`config.mk`:
```
export PLATFORM = sky130hd
export DESIGN_NAME = audio_sample_pacer
export DESIGN_NICKNAME = d
export VERILOG_FILES = /design/src/rtl/audio_sample_pacer.sv
export SDC_FILE = /design/constraint.sdc
export NUM_CORES = 1
export LEC_CHECK = 0
export CORE_UTILIZATION = 60
export DETAILED_ROUTE_END_ITERATION = 12
export GPL_TIMING_DRIVEN = 0
export PLACE_DENSITY = 0.8
export SETUP_SLACK_MARGIN = 0.05
export SLEW_MARGIN = 20
export SYNTH_ARGS = -nofsm -noshare
export SYNTH_HDL_FRONTEND = slang
export SYNTH_SLANG_ARGS = --single-unit
```
`constraint.sdc`:
```
create_clock -name clk -period 4.7 [get_ports clk]
set_clock_uncertainty 0.15 [all_clocks]
set_input_delay 0.94 -clock clk [delete_from_list [all_inputs] [get_ports clk]]
set_output_delay 0.94 -clock clk [all_outputs]
set_load 0.1 [all_outputs]
```
`src/rtl/audio_sample_pacer.sv`:
```
// audio_sample_pacer
// Phase-accumulator sample-rate generator feeding an N-channel sample FIFO.
// Each accumulator carry produces a one-cycle o_strobe. On that same edge the
// head word is popped into o_sample. Underrun and overrun are sticky flags.
module audio_sample_pacer #(
   parameter int unsigned ACC_WIDTH     = 32,
   parameter int unsigned CHANNELS      = 2,
   parameter int unsigned SAMPLE_WIDTH  = 24,
   parameter int unsigned FIFO_DEPTH    = 8,
   parameter bit          UNDERRUN_ZERO = 1'b0
) (
   input  logic                                 clk,
   input  logic                                 rst_n,
   input  logic                                 i_enable,
   input  logic [ACC_WIDTH-1:0]                 i_phase_inc,
   input  logic                                 i_clr_flags,
   input  logic                                 s_valid,
   output logic                                 s_ready,
   input  logic [CHANNELS*SAMPLE_WIDTH-1:0]     s_data,
   output logic                                 o_strobe,
   output logic [CHANNELS*SAMPLE_WIDTH-1:0]     o_sample,
   output logic [$clog2(FIFO_DEPTH):0]          o_level,
   output logic                                 o_underrun,
   output logic                                 o_overrun
);

   localparam int unsigned WORD_W = CHANNELS * SAMPLE_WIDTH;
   localparam int unsigned PTR_W  = $clog2(FIFO_DEPTH);
   localparam int unsigned LVL_W  = PTR_W + 1;

   // accumulator and strobe
   logic [ACC_WIDTH-1:0] acc_q, acc_d;
   logic [ACC_WIDTH:0]   sum;
   logic                 carry;
   logic                 strobe_q, strobe_d;

   // fifo storage and bookkeeping
   logic [WORD_W-1:0]    mem_q [FIFO_DEPTH];
   logic [WORD_W-1:0]    mem_d [FIFO_DEPTH];
   logic [PTR_W-1:0]     wr_ptr_q, wr_ptr_d;
   logic [PTR_W-1:0]     rd_ptr_q, rd_ptr_d;
   logic [LVL_W-1:0]     level_q, level_d;
   logic                 ready_q, ready_d;
   logic                 push, pop;

   // output sample and sticky flags
   logic [WORD_W-1:0]    sample_q, sample_d;
   logic                 underrun_q, underrun_d;
   logic                 overrun_q, overrun_d;
   logic                 underrun_set, overrun_set;

   // Phase accumulator: widened add so the carry out is the strobe request
   always_comb begin
      sum      = {1'b0, acc_q} + {1'b0, i_phase_inc};
      carry    = i_enable & sum[ACC_WIDTH];
      acc_d    = i_enable ? sum[ACC_WIDTH-1:0] : acc_q;
      strobe_d = carry;
   end

   // Push/pop decisions. Pop sees only the registered level, so a word
   // written on this edge cannot be popped on the same edge.
   always_comb begin
      push         = s_valid & ready_q;
      pop          = carry & (level_q != '0);
      underrun_set = carry & (level_q == '0);
      overrun_set  = s_valid & ~ready_q;
   end

   // FIFO storage, pointers, level and registered ready
   always_comb begin
      mem_d    = mem_q;
      wr_ptr_d = wr_ptr_q;
      rd_ptr_d = rd_ptr_q;
      level_d  = level_q;
      if (push) begin
         mem_d[wr_ptr_q] = s_data;
         wr_ptr_d        = wr_ptr_q + PTR_W'(1);
      end
      if (pop) begin
         rd_ptr_d = rd_ptr_q + PTR_W'(1);
      end
      case ({push, pop})
         2'b10:   level_d = level_q + LVL_W'(1);
         2'b01:   level_d = level_q - LVL_W'(1);
         default: level_d = level_q;
      endcase
      ready_d = (level_d < LVL_W'(FIFO_DEPTH));
   end

   // Output sample: load head on pop, otherwise hold or zero on underrun
   always_comb begin
      sample_d = sample_q;
      if (pop) begin
         sample_d = mem_q[rd_ptr_q];
      end else if (underrun_set && UNDERRUN_ZERO) begin
         sample_d = '0;
      end
   end

   // Sticky flags: a set event in the same cycle overrides the clear
   always_comb begin
      underrun_d = (underrun_q & ~i_clr_flags) | underrun_set;
      overrun_d  = (overrun_q  & ~i_clr_flags) | overrun_set;
   end

   // State registers with asynchronous active-low reset
   always_ff @(posedge clk or negedge rst_n) begin
      if (!rst_n) begin
         acc_q      <= '0;
         strobe_q   <= 1'b0;
         wr_ptr_q   <= '0;
         rd_ptr_q   <= '0;
         level_q    <= '0;
         ready_q    <= 1'b1;
         sample_q   <= '0;
         underrun_q <= 1'b0;
         overrun_q  <= 1'b0;
         for (int unsigned i = 0; i < FIFO_DEPTH; i++) begin
            mem_q[i] <= '0;
         end
      end else begin
         acc_q      <= acc_d;
         strobe_q   <= strobe_d;
         wr_ptr_q   <= wr_ptr_d;
         rd_ptr_q   <= rd_ptr_d;
         level_q    <= level_d;
         ready_q    <= ready_d;
         sample_q   <= sample_d;
         underrun_q <= underrun_d;
         overrun_q  <= overrun_d;
         for (int unsigned i = 0; i < FIFO_DEPTH; i++) begin
            mem_q[i] <= mem_d[i];
         end
      end
   end

   // Port mapping
   always_comb begin
      s_ready    = ready_q;
      o_strobe   = strobe_q;
      o_sample   = sample_q;
      o_level    = level_q;
      o_underrun = underrun_q;
      o_overrun  = overrun_q;
   end

endmodule

```
# --- After elaboration in Yosys (flattened, before gate mapping) ---
# Cells that the tools add are included.
word_totals:
  reg_bits: 478
  wordCells: 51
classes:
  addsub: 5
  n_lt_le_gt_ge: 4
  eq_ne: 2
  mux: 7
  bitwise_logic: 13
  reduce_logical: 3
ops:
  columns: ["cell", "count"]
  rows:
  - ["$bwmux 384", 1]
  - ["$bmux 48 s3", 1]
  - ["$demux 48 s3", 1]
  - ["$mux 48", 3]
  - ["$add 32x32->33", 1]
  - ["$ge 4x4->1 const B", 2]
  - ["$not 3->4", 2]
  - ["$pmux 4 s2", 1]
  - ["$and 1x1->1", 7]
  - ["$add 3x1->3 const B", 2]
  - ["$add 4x1->4 const B", 1]
  - ["$logic_not 4->1", 1]
  - ["$lt 4x1->1 const B", 1]
  - ["$lt 4x4->1 const B", 1]
  - ["$reduce_bool 4->1", 1]
  - ["$sub 4x1->4 const B", 1]
  - ["$eq 2x1->1 const B", 1]
  - ["$eq 2x2->1 const B", 1]
  - ["$not 1->1", 2]
  - ["$or 1x1->1", 2]
  - ["$logic_and 1x1->1", 1]

# --- Longest topological paths before layout ---
# Gate-level depths: netlist (run 1).
depth:
  word_depth: 6
  depth_mapped: 21
  depth_no_buf: 19

# --- Least setup slack after synthesis (run 1) ---
# Ideal clock, no wire load.
synth_timing:
  kind: "input to register"
  startpoint: "in i_phase_inc[0]"
  endpoint: "reg (tool-made name)"
  arrival_time_ps: 4289
  required_time_ps: 4381
  path_slack_ps: 93
  cell_stages: 20
  path_buffers: 2
  cell_sequence: "ha_1 -> fa_1 -> a211oi_2 -> o21ai_2 -> o21ai_1 -> nand2_1 -> a31oi_2 -> o21ai_2 -> a41oi_2 -> nand2b_1 -> buf_4 -> buf_6 -> inv_1 -> ha_1 -> ha_1 -> a21o_1 -> a21oi_1 -> xnor2_1 -> nand2b_1 -> xnor2_1"
synth_rtl:
  columns: ["item", "line", "source"]
  rows:
  - ["from (decl)", "15", "input logic [ACC_WIDTH-1:0] i_phase_inc,"]

# --- Worst setup path after layout (run 1) ---
layout_timing:
  startpoint: "in i_phase_inc[21]"
  endpoint: "reg ready_q, in the netlist s_ready"
layout_between:
  elab_chain_len: 6
layout_lines:
  columns: ["item", "line", "source"]
  rows:
  - ["$add 32x32->33 (*)", "54", "sum = {1'b0, acc_q} + {1'b0, i_phase_inc};"]
  - ["$and 1x1->1 (*)", "55", "carry = i_enable & sum[ACC_WIDTH];"]
  - ["$and 1x1->1 (*)", "64", "pop = carry & (level_q != '0);"]
  - ["via pop", "44", "logic push, pop;"]
  - ["$eq 2x1->1 or $eq 2x2->1 (tied branches)", "82", "case ({push, pop})"]
  - ["$pmux 4 s2 (*)", "82", null]
  - ["$lt 4x4->1 (*)", "87", "ready_d = (level_d < LVL_W'(FIFO_DEPTH));"]
  - ["via ready_d", "43", "logic ready_q, ready_d;"]
  - ["to (signal assigned)", "127", "ready_q <= ready_d;"]
  - ["to (decl)", "43", null]
# Mark *: on every way through the listed nets, which the timed path passes. The rest lies on a longest branch.
# A chain may end at the register's enable or synchronous reset.

==> results.md, run 1 <==
* Status: finished clean
* Clock tree buffer depth at 3
* Root buf cell: clkbuf_16
* Worst Max-Slew Pin Slew at 1.04 ns
* Final instance area at 0.0262 mm²
* Fmax achieved at 225 MHz
* Total GRT Usage at 0.265
* Die ar. at 0.0381 mm²
* EDFF count, synth at 0
* Final Hold Fails at 0
* Leading area contributor after synthesis: dfrtp_1
* Most frequent CP cell: a21o_1
* Commonest cells in the synthesized netlist: dfrtp_1 (477), mux2_2 (455), mux4_2 (96), mux2_4 (49), clkbuf_1 (43)
* Worst r2r src: acc_q[0]$_DFFE_PN0P_
* Layout cell share with drive strength beyond 1 at 0.433
* Critical Path End Type: register
* Critical Path AT at 4.78 ns
* Initial DRC count at 635
* DRC errors left at 0
* Setup CP Type: primary input to register
* Count leader, synth: dfrtp_1
* Core Region at 0.0367 mm²
* Distinct cells, synth at 61
* Vias in the first global route at 14200
* Synthesis-stage register bit count at 478
* Die Ht at 195 µm
* Worst path cell trace: clkdlybuf4s50_1 -> ha_1 -> a21o_1 -> a21o_1 -> a21oi_1 -> o21ai_0 -> a31oi_4 -> o21ai_4 -> a41oi_2 -> nand2b_4 -> buf_6 -> buf_12 -> inv_1 -> ha_2 -> ha_1 -> a21o_1 -> a21oi_2 -> xnor2_1 -> nand2b_1 -> xnor2_2 -> inv_1
* Antenna-violating nets left at 0
* FP Rows at 70
* Worst Path Required at 5.04 ns
* Gp weighted congestion at 0.845
* Initial antenna violation count at 1
* Max_cap viols at 0
* Area Overhead vs Synth at 17.0%
* R2r endpoint: s_ready$_DFF_PN1_
* Dpl hpwl at 31700 µm
* WP buf/inv at 5
* Power per cell area at 790 mW/mm²
* Cell Area, Synth at 0.0224 mm²
* First-pass GRT wire length at 79000 µm
* Fin worst setup slack at 0.263 ns
* Share of the synthesized area in the top cell type at 0.533
* Fin nets at 1779
* Leak Pwr at 11.3 nW
* Delay-heaviest family, CP: compound AO/OA/AOI/OAI gates
* Share of flip-flops with an asynchronous set or reset at 1.00
* CP max FO at 10
* Reg clk slew, reported paths at 0.06 ns
* TritonCTS Buffers at 50
* Main flop type after synthesis: dfrtp_1
* Placed cell area at 0.0245 mm²
* Slowest stage delay, CP at 0.45 ns
* Cells after Synth at 1454
* Post-Synthesis Net Count at 1578
* Place WS at -0.882 ns
* Worst rel slew slack at 0.307
* Syn Area/Cell at 15.4 µm²
* Routed wire per std cell at 22.4 µm
* Core Util, Final at 0.714
* Setup crit end: s_ready$_DFF_PN1_
* Pre-antenna DRT Iters at 4
* Clk_lat worst skew at 0.56 ns
* H-tree levels at 2
* Largest net degree at the start of global routing at 101
* Slew Viols, Final at 0
* Fin crit share at 0.944
* R2r setup slk at 0.50 ns
* Synth top area cells: dfrtp_1 (53%), mux2_2 (23%), mux4_2 (9.6%)
* Tmin final at 4.44 ns
* Peak VDD IR at 0.557 mV
* Die Width at 195 µm
* Crit path from: i_phase_inc[21]
* Startpoint type of the worst setup path: primary input
* IO Pins at 141
* Sequential-to-total area share from yosys stat at 0.534
* PortBufs at 140
* Levels on crit path at 21
* Layout Cells excl Fill at 2159
* CTS tree: built
* Final setup violation count at 0
* Starting Density at 0.611
* Critical path's slowest cell: clkdlybuf4s50_1
* WL final at 48400 µm
* Cells after DPL at 2067
* Clock Sinks at 478
* Vias at 13100
* RSZ-0062 raised after global routing: false
* Ys Warns at 0
* Total grt overflow at 0
* Final setup TNS at 0 ns
* Worst Hold Class: primary input to async pin
* Worst-case reg-to-reg path depth at 21
* Vias per cell at 6.08
[where the power goes]
part | internal, mW | switching [mW]
logic | 4.92 | 4.77
registers | 6.16 | 1.08
clock network | 2.16 | 1.60
[registers in the layout (all words and copies together), names as in the netlist, named ones only]
register	cells
acc_q	32
o_level	3
rd_ptr_q	3
o_overrun	1
o_sample	48
s_ready	1
o_strobe	1
wr_ptr_q	3
o_underrun	1
mem_q	384
[final cells by class]
class,count,area (µm²)
inverters,17,63.8
fillers,2428,10500
repair buffers,149,1580
flip-flops and latches,478,12000
plain buffers,82,398
clock inverters,14,88.8
clock buffers,73,1470
multi-input cells,877,10100
well taps,468,586
diodes,1,2.50
[cell usage in the layout (no fill, tap or decap), drive strengths merged, types with 22 or more instances in the layout]
cell             n
mux2           505
dfrtp          477
clkdlybuf4s50  137
clkbuf         120
mux4            96
buf             45
a21oi           43
ha              37
nand2           29
xnor2           25
o21ai           23
nor2            22
[layer usage]
metal / up-vias / wire length [µm] / global-route usage
met2: 258 / 23800 / 0.433
met4: 0 / 947 / 0.0682
met5: - / 0 / 0
met3: 74 / 1980 / 0.0411
met1: 6990 / 21600 / 0.375
li1: 5808 / - / -
[cells by family (layout without fill, tap and decap cells)]
kind of cell,count (synthesis),in the layout,synth area share
AOI/OAI and AO/OA,108,108,0.0315
xor gates and xnor gates,33,33,0.0129
adders and majority gates,39,39,0.0224
buffers and inverters,99,335,0.0199
DFF,478,478,0.534
muxes,601,601,0.358
other,0,1,0
and+or+nand+nor,96,96,0.0209
[metrics by stage]
step / hold WS [ns] / total power [mW]
after global routing: 0.180 / 21.8
after floorplan: 0.320 / 14.6
after CTS: 0.168 / 20.8
after detailed placement: 0.340 / 16.9
after global placement: 0.333 / 16.5
final: 0.147 / 20.7
[worst min path at each step]
| stage | end | slack (ns) | cells past startpoint |
|---|---|---|---|
| after global placement | mem_q[308]$_DFFE_PN0P_ | 0.33 | 1 |
| after floorplan | acc_q[23]$_DFFE_PN0P_ | 0.32 | 2 |
| after CTS | acc_q[13]$_DFFE_PN0P_ | 0.17 | 1 |
| after detailed placement | mem_q[94]$_DFFE_PN0P_ | 0.34 | 1 |
| final | acc_q[13]$_DFFE_PN0P_ | 0.15 | 1 |
| after global routing | acc_q[13]$_DFFE_PN0P_ | 0.18 | 1 |
[timing repair]
action                     CTS  global route
hold buffers                 0             0
pin swaps                    4             7
buffers inserted             1             3
setup endpoints to repair    3             2
gates cloned                 0             0
resized for setup            8             9
hold endpoints to repair     0             0
Note: power is estimated with default switching activity, not from simulation.
==> run 2, diff against run 1 <==
Settings changed: CORE_UTILIZATION 60 to 61, PLACE_DENSITY 0.8 to 0.81.
Clock period 4.7 ns to 5.35 ns, I/O delays scaled along.
==> run 2 against run 1 <==
Compared with the run above: largest cell class unchanged; routed wire length up 1.0%; register-to-register slack improved by 0.47 ns; non-clock buffer count shrank 3; final cell count is 0.42% lower; final area is 0.19% lower; setup slack improved by 0.15 ns; critical path depth grew 1; critical endpoint unchanged; clock power is 11% lower.
==> results.md, run 2 (synthesized netlist as in run 1, its figures left out) <==
* Status: finished clean
* Critical Path AT at 5.27 ns (+0.49 ns)
* Clock Power Share at 0.184 (+0.002)
* Setup CP Type: primary input to register
* Max FFs per register at 384 (unchanged)
* Reg clk slew, reported paths at 0.06 ns (about the same)
* Vias in the first global route at 14300 (+0.67%)
* Total GRT Usage at 0.271 (+0.00588)
* Max_cap viols at 0 (unchanged)
* IO Pins at 141 (unchanged)
* H-tree levels at 2 (unchanged)
* Worst rel slew slack at 0.294 (-0.0133)
* Core Util, Final at 0.730 (+0.0160)
* Largest net degree at the start of global routing at 104 (+3.0%)
* Worst Hold Class: primary input to async pin
* Combinational share of power at 0.466 (-0.002)
* PortBufs at 140 (unchanged)
* Initial DRC count at 532 (-16%)
* R2r setup slk at 0.97 ns (+0.47 ns)
* Routed wire per std cell at 22.7 µm (+1.4%)
* Layout cell share with drive strength beyond 1 at 0.426 (-0.00609)
* Die Ht at 194 µm (-0.81%)
* Core Region at 0.0358 mm² (-2.4%)
* Vias per cell at 6.13 (+0.84%)
* Final instance area at 0.0262 mm² (-0.19%)
* Largest Register: mem_q
* Switching share of total power at 0.360 (-0.000637)
* Tmin final at 4.94 ns
* Root buf cell: clkbuf_16
* Clock tree buffer depth at 3 (unchanged)
* Fin nets at 1775 (-0.22%)
* Most frequent cells in the layout: dfrtp_1 (477), mux2_2 (455), clkdlybuf4s50_1 (139)
* Post-CTS setup buffer count at 0 (-1)
* FP Rows at 69 (-1.4%)
* Leak Pwr at 11.2 nW (-0.34%)
* WL final at 48800 µm (+1.0%)
* Area Overhead vs Synth at 16.8%
* Dpl hpwl at 31700 µm (about the same)
* Slew Viols, Final at 0 (unchanged)
* Total grt overflow at 0 (unchanged)
* Die Width at 194 µm (-0.81%)
* Vias at 13200 (+0.42%)
* Gp weighted congestion at 0.860 (+1.8%)
* Worst Path Required at 5.68 ns (+0.64 ns)
* Fin crit share at 0.924
* Most common cell after layout, fill and taps aside: dfrtp_1
* Sequential share of power at 0.350 (about the same)
* R2r endpoint: s_ready$_DFF_PN1_
* Starting Density at 0.625 (+0.0148)
* Antenna-violating nets left at 0 (unchanged)
* TritonCTS Buffers at 49 (-2.0%)
* DRC errors left at 0 (unchanged)
* Startpoint type of the worst setup path: primary input
* Cell-internal power at 11.7 mW (-12%)
* Final Hold Fails at 0 (unchanged)
* Critical Path End Type: register
* Power per cell area at 696 mW/mm² (-12%)
* Final setup violation count at 0 (unchanged)
* Initial antenna violation count at 4 (+3)
* Worst r2r src: acc_q[0]$_DFFE_PN0P_
* CTS tree: built
* Clk_lat worst skew at 0.57 ns (about the same)
* RSZ-0062 raised after global routing: false
* Clock Sinks at 478 (unchanged)
* CP max FO at 10 (unchanged)
* Worst-case reg-to-reg path depth at 21 (unchanged)
* Fmax achieved at 202 MHz
* Die ar. at 0.0375 mm² (-1.6%)
* Pre-antenna DRT Iters at 5 (+1)
* Placed cell area at 0.0245 mm² (about the same)
* Worst Max-Slew Pin Slew at 1.06 ns (+0.0198 ns)
* P_sw at 6.55 mW (-12%)
* First-pass GRT wire length at 79800 µm (+1.0%)
* Peak VDD IR at 0.558 mV (+0.17%)
==> run 2: final cells by class <==
class | instances | area, µm²
clock buffer | 71 | 1440
timing repair buffer | 146 | 1560
clock inverter | 15 | 148
sequential | 478 | 12000
multi-input combinational | 877 | 10000
inverter | 17 | 63.8
buffer | 82 | 390
tap | 461 | 577
fill | 2293 | 9670
antenna | 3 | 7.51
==> run 2: critical path, stage by stage <==
cell and delay [ns]:
clkdlybuf4s50_1 0.41, ha_1 0.26, fa_2 0.39, a211oi_2 0.23
o21ai_2 0.15, o21ai_2 0.16, nand2_1 0.13, a31oi_4 0.20
o21ai_2 0.12, a41oi_2 0.24, nand2b_1 0.15, buf_6 0.17
buf_8 0.17, inv_1 0.06, ha_1 0.24, ha_1 0.29
a21o_1 0.18, a21oi_1 0.17, xnor2_1 0.14, nand2b_1 0.08
xnor2_1 0.17, inv_1 0.07
==> run 2: stage by stage <==
stage,total power [mW],hold WS (ns),std cells,TNS [ns],setup WS [ns]
CTS,18.3,0.345,2146,0,0.157
finish,18.2,0.331,2150,0,0.409
detailed placement,14.9,0.340,2060,-0.849,-0.416
global route,19.2,0.366,2149,0,0.0721
global placement,14.5,0.332,2055,-8249.09,-17.32
floorplan,12.8,0.320,1454,0,0.613
==> run 2: metal layers <==
layer  share of wire  GRT usage  vias up
met1            0.44      0.372     7012
li1                -          -     5803
met3           0.043     0.0438       84
met5         0.00016          0        -
met2            0.50      0.447      284
met4           0.021     0.0827        2
==> run 2: what timing repair did <==
action,4_1_cts,5_1_grt
hold buffers,0,0
gates resized for setup,0,5
setup endpoints to repair,0,2
==> run 2: how the worst max path moves through the flow <==
| stage | end | slack, ns | startpoint | depth (start not counted) |
|---|---|---|---|---|
| after CTS | s_ready$_DFF_PN1_ | 0.16 | i_phase_inc[0] | 22 |
| final | s_ready$_DFF_PN1_ | 0.41 | i_phase_inc[0] | 22 |
| after global placement | o_sample[28]$_DFFE_PN0P_ | -17.32 | rst_n | 1 |
| after global routing | s_ready$_DFF_PN1_ | 0.07 | i_phase_inc[0] | 22 |
| after floorplan | register | 0.61 | i_phase_inc[0] | 20 |
| after detailed placement | s_ready$_DFF_PN1_ | -0.42 | i_phase_inc[0] | 22 |
==> run 2: power by group through the flow <==
stage               sequential, mW  clock (mW)  combinational [mW]
floorplan                     7.42           0                5.41
global placement              6.31           0                8.23
detailed placement            6.40           0                8.47
CTS                           6.36        3.42                8.53
global route                  6.59        3.54                9.05
finish                        6.37        3.35                8.49
